**src/rtl/dmem_responder_pkg.sv**
```systemverilog
// Shared decode/memory definitions: access-size encodings, opcode constants,
// the data-memory responder state enum and small lane helpers.
package dmem_responder_pkg;

    localparam logic [1:0] SZ_BYTE = 2'd0;
    localparam logic [1:0] SZ_HALF = 2'd1;
    localparam logic [1:0] SZ_WORD = 2'd2;

    localparam logic [6:0] OPC_LOAD  = 7'b0000011;
    localparam logic [6:0] OPC_STORE = 7'b0100011;

    typedef enum logic [1:0] {
        IDLE   = 2'd0,
        FIRST  = 2'd1,
        SECOND = 2'd2,
        RESP   = 2'd3
    } dmem_state_t;

    // Byte-lane mask of an access before shifting by the byte offset.
    // The reserved encoding behaves as a word.
    function automatic logic [3:0] lane_mask(input logic [1:0] size);
        case (size)
            SZ_BYTE: lane_mask = 4'h1;
            SZ_HALF: lane_mask = 4'h3;
            default: lane_mask = 4'hF;
        endcase
    endfunction

    // True when the access crosses a word boundary and needs two SRAM cycles.
    function automatic logic access_splits(input logic [1:0] size, input logic [1:0] off);
        case (size)
            SZ_BYTE: access_splits = 1'b0;
            SZ_HALF: access_splits = (off == 2'd3);
            default: access_splits = (off != 2'd0);
        endcase
    endfunction

endpackage

```
**src/rtl/dmem_lane_align.sv**
```systemverilog
// Combinational lane datapath: store lane enables/data for either half of a
// (possibly split) access, and load merge plus sign/zero extension.
module dmem_lane_align
    import dmem_responder_pkg::*;
(
    input  logic [1:0]  size,
    input  logic [1:0]  off,
    input  logic        second,
    input  logic        split,
    input  logic        load_unsigned,
    input  logic [31:0] wdata,
    input  logic [31:0] sram_rdata,
    input  logic [31:0] held,
    output logic [3:0]  lane_be,
    output logic [31:0] lane_wdata,
    output logic [31:0] load_data
);

    logic [4:0]  shamt;
    logic [7:0]  mask8;
    logic [63:0] wide;
    logic [31:0] raw;

    // Shift the request across an 8-lane window; the upper half feeds the second word.
    always_comb begin
        shamt      = {off, 3'b000};
        mask8      = {4'h0, lane_mask(size)} << off;
        wide       = {32'h0, wdata} << shamt;
        lane_be    = second ? mask8[7:4] : mask8[3:0];
        lane_wdata = second ? wide[63:32] : wide[31:0];
    end

    // Merge the held first word with the current read word, then extend.
    always_comb begin
        if (split) begin
            raw = 32'({sram_rdata, held} >> shamt);
        end else begin
            raw = sram_rdata >> shamt;
        end
        case (size)
            SZ_BYTE: load_data = {{24{~load_unsigned & raw[7]}}, raw[7:0]};
            SZ_HALF: load_data = {{16{~load_unsigned & raw[15]}}, raw[15:0]};
            default: load_data = raw;
        endcase
    end

endmodule

```
**src/rtl/dmem_responder.sv**
```systemverilog
// M-stage data-memory responder: accepts one request at a time, performs one
// or two SRAM word accesses (split when unaligned across a word boundary) and
// returns a single-cycle completion pulse with extended load data.
module dmem_responder #(
    parameter int SRAM_AW = 30
) (
    input  logic               clk,
    input  logic               reset,
    input  logic               req_valid,
    output logic               req_ready,
    input  logic               mem_r_w,
    input  logic [1:0]         mem_access_size,
    input  logic               mem_load_unsigned,
    input  logic [31:0]        addr,
    input  logic [31:0]        wdata,
    output logic               rsp_valid,
    output logic [31:0]        rdata,
    output logic               sram_en,
    output logic [3:0]         sram_be,
    output logic [SRAM_AW-1:0] sram_addr,
    output logic [31:0]        sram_wdata,
    input  logic [31:0]        sram_rdata
);
    import dmem_responder_pkg::*;

    dmem_state_t        state_reg;
    dmem_state_t        state_next;
    logic               load_reg;
    logic [1:0]         size_reg;
    logic               unsigned_reg;
    logic [31:0]        addr_reg;
    logic [31:0]        wdata_reg;
    logic [31:0]        held_reg;

    logic               split;
    logic [SRAM_AW-1:0] word_index;
    logic [3:0]         lane_be;
    logic [31:0]        lane_wdata;
    logic [31:0]        load_data;

    assign split      = access_splits(size_reg, addr_reg[1:0]);
    assign word_index = addr_reg[SRAM_AW+1:2];

    dmem_lane_align u_align (
        .size          (size_reg),
        .off           (addr_reg[1:0]),
        .second        (state_reg == SECOND),
        .split         (split),
        .load_unsigned (unsigned_reg),
        .wdata         (wdata_reg),
        .sram_rdata    (sram_rdata),
        .held          (held_reg),
        .lane_be       (lane_be),
        .lane_wdata    (lane_wdata),
        .load_data     (load_data)
    );

    // State register; reset abandons whatever access is in flight.
    always_ff @(posedge clk or posedge reset) begin
        if (reset) begin
            state_reg <= IDLE;
        end else begin
            state_reg <= state_next;
        end
    end

    // Capture the request on the accept edge; inputs are ignored otherwise.
    always_ff @(posedge clk or posedge reset) begin
        if (reset) begin
            load_reg     <= 1'b0;
            size_reg     <= SZ_BYTE;
            unsigned_reg <= 1'b0;
            addr_reg     <= 32'h0;
            wdata_reg    <= 32'h0;
        end else if (state_reg == IDLE && req_valid) begin
            load_reg     <= mem_r_w;
            size_reg     <= mem_access_size;
            unsigned_reg <= mem_load_unsigned;
            addr_reg     <= addr;
            wdata_reg    <= wdata;
        end
    end

    // Hold the first word of a split load while the second word is read.
    always_ff @(posedge clk or posedge reset) begin
        if (reset) begin
            held_reg <= 32'h0;
        end else if (state_reg == SECOND && load_reg) begin
            held_reg <= sram_rdata;
        end
    end

    // Next-state sequencing: one or two SRAM cycles, then a response cycle.
    always_comb begin
        state_next = state_reg;
        case (state_reg)
            IDLE:    if (req_valid) state_next = FIRST;
            FIRST:   state_next = split ? SECOND : RESP;
            SECOND:  state_next = RESP;
            RESP:    state_next = IDLE;
            default: state_next = IDLE;
        endcase
    end

    // Outputs decoded from state; SRAM buses are quiet whenever sram_en is low.
    always_comb begin
        req_ready  = 1'b0;
        rsp_valid  = 1'b0;
        rdata      = 32'h0;
        sram_en    = 1'b0;
        sram_be    = 4'h0;
        sram_addr  = '0;
        sram_wdata = 32'h0;
        case (state_reg)
            IDLE: begin
                req_ready = ~reset;
            end
            FIRST, SECOND: begin
                sram_en   = 1'b1;
                sram_addr = (state_reg == SECOND) ? word_index + SRAM_AW'(1) : word_index;
                if (!load_reg) begin
                    sram_be    = lane_be;
                    sram_wdata = lane_wdata;
                end
            end
            RESP: begin
                rsp_valid = 1'b1;
                if (load_reg) begin
                    rdata = load_data;
                end
            end
            default: begin
                req_ready = 1'b0;
            end
        endcase
    end

endmodule

```
**config.mk**
```make
export PLATFORM = sky130hd
export DESIGN_NAME = dmem_responder
export DESIGN_NICKNAME = d
export VERILOG_FILES = /design/src/rtl/dmem_responder_pkg.sv /design/src/rtl/dmem_lane_align.sv /design/src/rtl/dmem_responder.sv
export SDC_FILE = /design/constraint.sdc
export NUM_CORES = 1
export LEC_CHECK = 0
export ABC_CLOCK_PERIOD_IN_PS = 2800
export BUFFER_PORTS_ARGS = -buffer_cell sky130_fd_sc_hd__buf_4
export CAP_MARGIN = 20
export CORE_AREA = 5 5 130 132
export CTS_CLUSTER_DIAMETER = 150
export DETAILED_ROUTE_END_ITERATION = 10
export DIE_AREA = 0 0 135 137
export PLACE_DENSITY = 0.76
export SYNTH_ARGS = -nofsm -noshare
export SYNTH_HDL_FRONTEND = slang
export SYNTH_SLANG_ARGS = --single-unit
```
**constraint.sdc**
```tcl
create_clock -name clk -period 2.8 [get_ports clk]
set_clock_uncertainty 0.2 [all_clocks]
set_input_delay 0.28 -clock clk [delete_from_list [all_inputs] [get_ports clk]]
set_output_delay 0.28 -clock clk [all_outputs]
set_load 0.05 [all_outputs]
```
* Word-level counts from Yosys, hierarchy flattened
Index checks and enable logic that the tools add are counted.
Storage, ports and cells: register bits after elaboration 102, output and inout bits 101, input port bits 103
Operators by class: add/subtract/negate cells 1, multiplexer cells 20, equal/unequal tests 6, reductions and logical operators 6, bitwise operators 4, shifts and indexed selects 4
Operators by type and width (count):
- $mux 32 | 6
- $pmux 32 s2 | 1
- $shl 32x5->64 | 1
- $shr 64x5->32 | 1
- $mux 30 | 2
- $shr 32x5->32 | 1
- $add 30x1->30 const B | 1
- $mux 4 | 3
- $pmux 2 s4 | 1
- $pmux 4 s2 | 1
- $shl 4x2->8 | 1
- $eq 2x2->1 const B | 3
- $eq 2x1->1 const B | 2
- $logic_not 2->1 | 2
- $mux 1 | 4
- $and 1x1->1 | 2
- $logic_and 1x1->1 | 2
- $mux 2 | 1
- $ne 2x2->1 const B | 1
- $not 1->1 | 2
- $pmux 1 s2 | 1
- $reduce_bool 2->1 | 1
- $reduce_or 2->1 | 1

* Longest topological paths before layout
word-level depth 7, mapped depth 8, depth with buffers taken out 6

* Cells and area by module
Synthesis repeated with hierarchy kept, for this count alone.
Second synthesis, totals: cells, all modules 745, area total of the unflattened synthesis 7404.6 µm²
Modules (own cells, without submodules):
- dmem_responder | area each 5124.9 µm², cells each 436, sequential area each 2552.4 µm², times used 1
- dmem_lane_align | area each 2279.7 µm², cells each 309, sequential area each 0.0 µm², times used 1

* Worst setup path after synthesis
OpenSTA, ideal clock, no wires.
path kind reg2out, start point register state_reg[1], end point output port sram_addr[28], cell stages (with the launch flop) 6, path slack -0.800 ns, data required time 2.320 ns, arrival 3.120 ns, buffers on the path 1, cells stage by stage dfrtp_1 > inv_1 > ha_1 > clkbuf_1 > nand2_1 > o41ai_1
Between the ends: longest elaborated chain between the ends 3, elaborated cells between the ends (all ways) 5
RTL lines:
- start: declaration | line dmem_responder.sv:26 | dmem_state_t state_reg;
- start signal: assignment | line dmem_responder.sv:63 | state_reg <= state_next;
- $eq 2x2->1 or $eq 2x1->1 (tied branches) | line dmem_responder.sv:114, dmem_responder.sv:120
- $mux 30 or $reduce_or 2->1 (tied branches) | line dmem_responder.sv:120, dmem_responder.sv:114
- $mux 30 * | line dmem_responder.sv:114 | case (state_reg)
- end: declaration | line dmem_responder.sv:20 | output logic [SRAM_AW-1:0] sram_addr,
Every way passes the cells marked *; elsewhere a longest branch is shown, timed or not.

* Final worst setup path
start point register addr_reg[1], end point output port rdata[8]
Between the ends: longest elaborated chain between the ends 7, elaborated cells between the ends (all ways) 10
RTL lines:
- start: declaration | line dmem_responder.sv:31 | logic [31:0] addr_reg;
- start signal: assignment | line dmem_responder.sv:79 | addr_reg <= addr;
- parallel branches: the longest is 2 deep, another holds $shr 32x5->32
- $mux 32 * | line dmem_lane_align.sv:35 | if (split) begin
- $and 1x1->1 | line dmem_lane_align.sv:41 | SZ_BYTE: load_data = {{24{~load_unsigned & raw[7]}}, raw[7:0]};
- $pmux 32 s2 * | line dmem_lane_align.sv:40 | case (size)
- $mux 32 * | line dmem_responder.sv:128 | if (load_reg) begin
- $mux 32 * | line dmem_responder.sv:114
- end: declaration | line dmem_responder.sv:17 | output logic [31:0] rdata,
Mark *: on every way between the ends.

==> impl_metrics.env <==
export IMPL_place_area_um2=9440
export IMPL_hp_class="in -> reg"
export IMPL_post_route_period_util_pct=103
export IMPL_path_common_cell="buf_4"
export IMPL_overflow=0
export IMPL_hold_viol=0
export IMPL_cts_inserted_buffers=9
export IMPL_slew_headroom_pct=59.3
export IMPL_final_setup_worst_slack_ns=-0.0833
export IMPL_fin_area_um2=11200
export IMPL_register_area_um2=2360
export IMPL_syn_inst=735
export IMPL_drv_cap=0
export IMPL_die_area_um2=18500
export IMPL_path_class="reg -> out"
export IMPL_critPathArrivalTime_ns=2.40
export IMPL_worst_path_largest_cell_delay_ns=0.51
export IMPL_io_pins=204
export IMPL_path_clk_slew_ns=0.07
export IMPL_insertion_delay_ns=0.35
export IMPL_wl_per_cell_um=20.2
export IMPL_timing_fmax_mhz=347
export IMPL_drive_gt1_share_pct=51.0
export IMPL_syn_area_um2=7310
export IMPL_tritoncts="yes"
export IMPL_worst_slew_pin_slew_ns=0.610
export IMPL_ir_worst_vdd_mv=1.07
export IMPL_cts_sinks=94
export IMPL_drtPass1Iterations=5
export IMPL_nets=1137
export IMPL_coreArea_um2=15600
export IMPL_vias_per_cell=5.89
export IMPL_cp_slowest_cell="dfrtp_4"
export IMPL_cp_required_ns=2.32
export IMPL_grt_max_degree=95
export IMPL_status="complete, but fails checks"
export IMPL_r2r_slack_ns=0.57
export IMPL_violations="negative setup slack"
export IMPL_path_buf_inv=4
export IMPL_setup_tns_ns=-0.258
export IMPL_rows=46
export IMPL_track_usage_pct=25.0
export IMPL_grt_pass1_vias=7122
export IMPL_crit_cells=7
export IMPL_clk_path_buf_depth=2
export IMPL_min_path_cells=2
export IMPL_ys_types=58
export IMPL_ys_ff_latch=94
export IMPL_place_congestion=0.875
export IMPL_n_antenna_cell=0
export IMPL_p_total_mw=16.1
export IMPL_rsz0062_at_grt="yes"
export IMPL_final_util_pct=71.5
export IMPL_die_w_um=135
export IMPL_setup_viol=14
export IMPL_wl_mm=25.3
export IMPL_instances_no_fill=1249
export IMPL_htreeDepth=3
export IMPL_port_buffers=203
export IMPL_synth_edff_count=0
export IMPL_fin_crit_ns=2.88
export IMPL_critPathCapture="rdata[8]"
export IMPL_antenna_found_initial=0
export IMPL_dr_total_vias=7360
export IMPL_synth_seq_area_share_pct=32.2
export IMPL_crit_family="buffers and inverters"
export IMPL_drv_slew=0
export IMPL_grt_pass1_wl_mm=37.5
export IMPL_crit_path_max_fanout=34
export IMPL_postSynthAreaPerCell_um2=9.95
export IMPL_multi_input_area_um2=5050
export IMPL_ys_warn_count=0
export IMPL_synth_nets=844
export IMPL_dp_hpwl_mm=16.1
export IMPL_cp_start_kind="flop"
export IMPL_drc=0
export IMPL_dpl_cell_count=1131
export IMPL_endpoint_kind="primary output"
export IMPL_r2r_cells=6
export IMPL_synthArstFlopShare_pct=100
export IMPL_crit_start="addr_reg[1]"
export IMPL_r2r_start="state_reg[0]"
export IMPL_fill_cells=1057
export IMPL_r2r_end="wdata_reg[4]"
export IMPL_first_iter_violations=643
export IMPL_worstPathCellList="buf_12 > clkinvlp_4 > a2111oi_4 > a21oi_2 > buf_4 > a21oi_1 > buf_4"
export IMPL_synth_ff_type="dfrtp_1"
export IMPL_postRouteAntennaNets=0
export IMPL_area_delta_synth_final_pct=52.5
export IMPL_layout_commonest_cell="buf_4"
export IMPL_initial_utilization_pct=46.9
export IMPL_power_density_nw_per_um2=1440
export IMPL_root_buffer="clkbuf_16"
export IMPL_leakagePower_nw=4.56
export IMPL_fp_dieH_um=137
export IMPL_layout_common_cells="buf_4, mux2_2, dfrtp_1, dlygate4sd3_1, nand2_1"
==> logic make-up after synthesis <==
family | after synthesis | synth area share [%]
compound gates | 160 | 15.9
xor+xnor | 12 | 1.44
fa+ha+maj | 6 | 1.03
buf+inv | 73 | 5.42
flops | 94 | 32.2
mux | 166 | 28.8
simple gates | 224 | 15.2
==> worst register-to-register path, stage by stage, from the launching register on <==
cell	delay, ns
dfrtp_1	0.41
inv_2	0.08
buf_4	0.14
ha_1	0.23
nand2_2	0.41
buf_12	0.27
mux2_2	0.37
==> worst min-delay path by stage <==
stage,to,start,slack [ns]
3_5_place_dp,addr_reg[11],reset,0.29
5_1_grt,held_reg[9],sram_rdata[9],0.006
2_1_floorplan,held_reg[8],sram_rdata[8],0.23
3_3_place_gp,addr_reg[11],reset,0.28
6_report,held_reg[9],sram_rdata[9],0.01
4_1_cts,held_reg[10],sram_rdata[10],0.001
==> report_power, final <==
part	internal, mW	total [mW]	switching [mW]
combinational	4.74	11.8	7.03
clock	0.868	1.42	0.551
sequential	2.08	2.91	0.829
==> cell usage after synthesis (7+ instances only) <==
master     count  area [µm²]
a211oi_1      11        82.6
a21oi_1       28         140
a22oi_1       18         135
buf_1         12        45.0
buf_2         16        80.1
buf_6         12         135
clkbuf_1      18        67.6
dfrtp_1       94        2350
inv_1          9        33.8
mux2_2       124        1400
mux2i_1       18         180
mux4_2        23         518
nand2_1       62         233
nand2b_1      24         150
nand3_1       11        55.1
nand4_1        7        43.8
nand4b_1       7        61.3
nor2_1        56         210
nor3_1        22         110
o21ai_0       29         145
o22ai_1       16         100
o2bb2ai_1      8        70.1
o31ai_1       10        75.1
o32ai_1        7        61.3
or3_1         10        62.6
xor2_1        10        87.6
==> metrics by stage <==
step | setup slack [ns] | hold WS [ns]
after global placement | 0.0978 | 0.282
after global routing | -0.173 | 0.00630
after floorplan | -0.552 | 0.230
after detailed placement | -0.0317 | 0.288
final | -0.0833 | 0.0125
after CTS | -0.00483 | 0.00125
==> metal layers <==
layer  GRT usage [%]  part of all wire, %  vias up
li1                -                    -     3345
met1            32.7                   40     3644
met2            40.8                   51      319
met3            5.96                  6.7       52
met4            9.13                  2.4        0
met5               0                    0        -
==> area by class of cell <==
cell class                      instances  share of cell area, %
Tap cell                              216                   2.42
Inverter                               11                  0.471
Timing Repair Buffer                  344                   27.6
Multi-Input combinational cell        568                   45.3
Clock buffer                            9                   2.02
Clock inverter                          7                   1.01
Sequential cell                        94                   21.2
==> timing repair <==
item                                    in CTS  in global routing
pin swaps                                    3                 11
gates resized for setup                     20                 64
gates cloned                                 0                  4
buffers inserted                             6                  7
hold buffers                                84                  1
endpoints found under the setup margin      54                 55
hold endpoints to repair                   177                  1
No activity file was read; power rests on OpenSTA's default activity.
